<file path="src/rtl/padding_row_sequencer.sv">
// Row sequencer for the padding stage: walks one IMG_H-row frame, fetching each
// interior source row from line memory and handing padded rows to the conv buffer.
module padding_row_sequencer #(
   parameter int IMG_H = 416,
   parameter int CNT_W = 9
) (
   input  logic             clk,
   input  logic             reset,
   input  logic             start,
   input  logic             abort,
   output logic             rd_req,
   output logic [CNT_W-1:0] rd_row,
   input  logic             rd_valid,
   output logic             pad_en,
   output logic [CNT_W-1:0] pad_count,
   output logic             out_valid,
   input  logic             out_ready,
   output logic             busy,
   output logic             done
);

   typedef enum logic [2:0] {
      S_IDLE,
      S_FETCH,
      S_PAD,
      S_WAIT_OUT,
      S_DONE
   } state_t;

   localparam logic [CNT_W-1:0] LAST_ROW = CNT_W'(IMG_H - 1);

   state_t           r_state;
   state_t           w_state_nxt;
   logic [CNT_W-1:0] r_pad_count;
   logic [CNT_W-1:0] w_pad_count_nxt;
   logic [CNT_W-1:0] w_count_inc;
   logic             w_last_row;

   assign w_count_inc = r_pad_count + CNT_W'(1);
   assign w_last_row  = (r_pad_count == LAST_ROW);

   // NOTE: state is updated with non-blocking assignments so every register
   // samples the pre-edge values, independent of process ordering.
   always_ff @(posedge clk or posedge reset) begin
      if (reset) begin
         r_state     <= S_IDLE;
         r_pad_count <= '0;
      end else begin
         r_state     <= w_state_nxt;
         r_pad_count <= w_pad_count_nxt;
      end
   end

   // NOTE: every signal driven here gets a default first, so no path leaves
   // it unassigned and no latch is inferred.
   always_comb begin
      w_state_nxt     = r_state;
      w_pad_count_nxt = r_pad_count;
      if (abort) begin
         w_state_nxt     = S_IDLE;
         w_pad_count_nxt = '0;
      end else begin
         case (r_state)
            S_IDLE: begin
               // Row 0 is a zero border row, so a frame opens straight into PAD.
               if (start) begin
                  w_state_nxt     = S_PAD;
                  w_pad_count_nxt = '0;
               end
            end
            S_FETCH: begin
               if (rd_valid) begin
                  w_state_nxt = S_PAD;
               end
            end
            S_PAD: begin
               w_state_nxt = S_WAIT_OUT;
            end
            S_WAIT_OUT: begin
               if (out_ready) begin
                  if (w_last_row) begin
                     w_state_nxt = S_DONE;
                  end else begin
                     w_pad_count_nxt = w_count_inc;
                     w_state_nxt     = (w_count_inc == LAST_ROW) ? S_PAD : S_FETCH;
                  end
               end
            end
            S_DONE: begin
               w_state_nxt = S_IDLE;
            end
            default: begin
               w_state_nxt = S_IDLE;
            end
         endcase
      end
   end

   always_comb begin
      rd_req    = (r_state == S_FETCH);
      pad_en    = (r_state == S_PAD);
      out_valid = (r_state == S_WAIT_OUT);
      done      = (r_state == S_DONE);
      busy      = (r_state == S_FETCH) || (r_state == S_PAD) || (r_state == S_WAIT_OUT);
      pad_count = r_pad_count;
      // Interior output row k is built from source row k-1.
      rd_row    = rd_req ? (r_pad_count - CNT_W'(1)) : '0;
   end

endmodule
</file>
<file path="config.mk">
export PLATFORM = sky130hd
export DESIGN_NAME = padding_row_sequencer
export DESIGN_NICKNAME = d
export VERILOG_FILES = /design/src/rtl/padding_row_sequencer.sv
export SDC_FILE = /design/constraint.sdc
export NUM_CORES = 1
export LEC_CHECK = 0
export BUFFER_PORTS_ARGS = -buffer_cell sky130_fd_sc_hd__buf_2
export CORE_ASPECT_RATIO = 0.8
export CORE_UTILIZATION = 45
export DETAILED_ROUTE_END_ITERATION = 7
export PLACE_DENSITY = 0.69
export SYNTH_ARGS = -nofsm -noshare
export SYNTH_HDL_FRONTEND = slang
export SYNTH_SLANG_ARGS = --single-unit
</file>
<file path="constraint.sdc">
create_clock -name clk -period 3.8 [get_ports clk]
set_input_delay 0.95 -clock clk [delete_from_list [all_inputs] [get_ports clk]]
set_output_delay 0.95 -clock clk [all_outputs]
set_load 0.02 [all_outputs]
</file>
==> summary.md <==
| Metric | Value |
|---|---|
| Status | finished clean |
| Total Wirelength | 3050 um |
| Vias in the first global route | 989 |
| Ant. Diodes | 0 |
| Comb pwr share | 33.9% |
| Power density cells | 289 nW/um^2 |
| Row cnt | 16 |
| Post-route setup TNS | 0 ns |
| Synth warn | 0 |
| Synth area leader | dfrtp_1 |
| Mapped Area | 1190 sq um |
| Max Slew Vio Count | 0 |
| Syn_area_per_cell | 7.81 sq um |
| Die X | 59.4 um |
| Die Area | 2850 sq um |
| Hold Buf Count CTS | 0 |
| RSZ-0062 raised after global routing | false |
| Slew @ Worst Pin | 0.599 ns |
| Register bit total from synthesis | 12 |
| Post-synth EDFFs | 0 |
| Final Critical Period | 2.84 ns |
| Syn Inst Count | 152 |
| Vias | 1219 |
| Total CTS buffers | 3 |
| Final worst-path cycle share | 74.8% |
| Power Internal | 0.238 mW |
| Reg clk slew, reported paths | 0.09 ns |
| R2r startpoint | pad_count[0]$_DFFE_PP0P_ |
| Max_slew headroom | 59.9% |
| CTS tree | yes |
| First-pass GRT wire length | 4760 um |
| Worst r2r dst | pad_count[4]$_DFFE_PP0P_ |
| Die Y-Extent | 47.9 um |
| Sequential power share | 37.5% |
| Worst-path fanout max | 11 |
| Clock skew | 0.000808 ns |
| Setup Crit Path Kind | reg -> out |
| I/O pin total | 29 |
| # DRC | 0 |
| Clk buf depth | 2 |
| Port-buffer cells | 28 |
| Number of antenna-violating nets in the routed design | 0 |
| Maximum VDD drop | 0.171 mV |
| Type of the tightest min-delay check | in -> async |
| Top cells by area, synth | dfrtp_1 25%, nor2_1 6.6%, xnor2_1 6.6%, a211oi_1 4.4%, buf_6 3.8% |
| Hold Fails Final Rpt | 0 |
| Fraction of layout cells with a size suffix above 1 | 21.8% |
| Drt first pass iters | 4 |
| Nets | 180 |
| Sw Share | 37.5% |
| Post-CTS sizing | 0 |
| Post-synth top cells | 21 x nor2_1, 12 x dfrtp_1, 12 x inv_1, 9 x xnor2_1, 8 x nand2_1 |
| HPWL Detailed | 2280 um |
| GPL Wtd Cong | 0.837 |
| # fillers | 259 |
| CP Capture Type | primary output |
| Top cell type's share of synthesized area | 25.3% |
| Sequential share of the synthesized area | 25.3% |
| Antenna violations before repair | 0 |
| CP required | 2.85 ns |
| Commonest register cell after synthesis | dfrtp_1 |
| Tot GR Track Use | 22.8% |
| P_leak | 0.620 nW |
| Slowest stage cell, crit path | dfrtp_1 |
| Setup Buffers After CTS | 0 |
| Util after Layout | 53.1% |
| Setup crit start kind | flop |
| Area growth from synthesis to layout | 11.1% |
| CTS root buf | clkbuf_4 |
| Core region area | 2480 sq um |
| Psw | 0.143 mW |
| Clock Power Share | 28.6% |
| F_max | 352 MHz |
| R2R Setup Slk | 1.38 ns |
| Iter 0 DRT Violations | 48 |
| Gr ovfl total | 0 |
| Hold slack | 0.665 ns |
| CTS H-Tree Depth | 1 |
| Crit-path cells | nor4_1, nand4_1, xnor2_1, nor2_1, buf_2 |
| Critical Path AT | 1.89 ns |
| Mapped Nets | 161 |
| Max-Cap Viols | 0 |
| Most frequent cell after synthesis | nor2_1 |
| Ys async rst share | 100% |
| Setup violators final | 0 |
| Skew-Pair Late Insertion Delay | 0.28 ns |
| Starting Density | 47.8% |
| Via-to-Cell Ratio | 5.92 |
| Crit-path max cell delay | 0.53 ns |
| Distinct cells, synth | 44 |
| R2R depth | 5 |
| Clock sinks | 12 |
| Avg WL per Cell | 14.8 um |
| Largest net degree at the start of global routing | 17 |
critical path, delay by kind of cell, from the launching register on:
| family | cells | cell delay [ns] |
|---|---|---|
| buf+inv | 1 | 0.17 |
| flops | 1 | 0.53 |
| xor+xnor | 1 | 0.15 |
| simple gates | 3 | 0.75 |
power by group through the flow:
stage	logic (mW)	registers (mW)	clock network [mW]
6_report	0.129	0.143	0.109
5_1_grt	0.142	0.144	0.114
4_1_cts	0.130	0.143	0.106
3_5_place_dp	0.129	0.145	0
3_3_place_gp	0.126	0.144	0
2_1_floorplan	0.106	0.137	0
metal layers:
metal	vias up	wire [um]	share of wire [%]	GRT usage (%)
met5	-	0	0	0
met4	0	42	1.4	6.19
met3	4	147	4.8	3.51
met2	49	1320	43	36.4
met1	574	1540	50	32.3
li1	592	-	-	-
cells in the final DEF (no fill, tap or decap), drive strengths merged, types with 6 or more instances in the layout:
| cell | instances |
|---|---|
| buf | 28 |
| nor2 | 21 |
| inv | 12 |
| dfrtp | 12 |
| xnor2 | 9 |
| nand2 | 8 |
| a211oi | 7 |
| nand3 | 7 |
| o22ai | 7 |
| nor3 | 6 |
| a21oi | 6 |
how the worst max path moves through the flow:
| stage | from | cells after the start | to |
|---|---|---|---|
| 3_3_place_gp | abort | 4 | pad_count[3]$_DFFE_PP0P_ |
| 2_1_floorplan | pad_count[5]$_DFFE_PP0P_ | 5 | rd_row[7] |
| 6_report | pad_count[5]$_DFFE_PP0P_ | 5 | rd_row[7] |
| 4_1_cts | pad_count[5]$_DFFE_PP0P_ | 5 | rd_row[7] |
| 5_1_grt | pad_count[5]$_DFFE_PP0P_ | 5 | rd_row[7] |
| 3_5_place_dp | pad_count[5]$_DFFE_PP0P_ | 5 | rd_row[7] |
logic make-up after synthesis:
family	share of synthesized area, %
compound gates	24.7
xor+xnor	6.64
fa+ha+maj	3.16
buf+inv	11.4
flops	25.3
mux	1.69
simple gates	27.2
registers in the layout, indices dropped and copies added (netlist names):
signal / flops
r_state: 3
pad_count: 9
stage by stage:
| stage | area, sq um | setup slack [ns] | std cells | power, mW |
|---|---|---|---|---|
| after floorplan | 1190 | 1.26 | 152 | 0.243 |
| after global placement | 1280 | 1.34 | 202 | 0.271 |
| after detailed placement | 1280 | 1.29 | 202 | 0.274 |
| after CTS | 1320 | 0.979 | 206 | 0.378 |
| after global routing | 1320 | 0.803 | 206 | 0.399 |
| final | 1320 | 0.958 | 206 | 0.381 |
final cells by class:
class | count | area (sq um) | area share (%)
Inverter | 12 | 45.0 | 3.42
Tap cell | 36 | 45.0 | 3.42
Sequential cell | 12 | 300 | 22.8
Clock buffer | 4 | 36.3 | 2.75
Multi-Input combinational cell | 114 | 752 | 57.0
Timing Repair Buffer | 28 | 140 | 10.6
No activity file was read; power rests on OpenSTA's default activity.
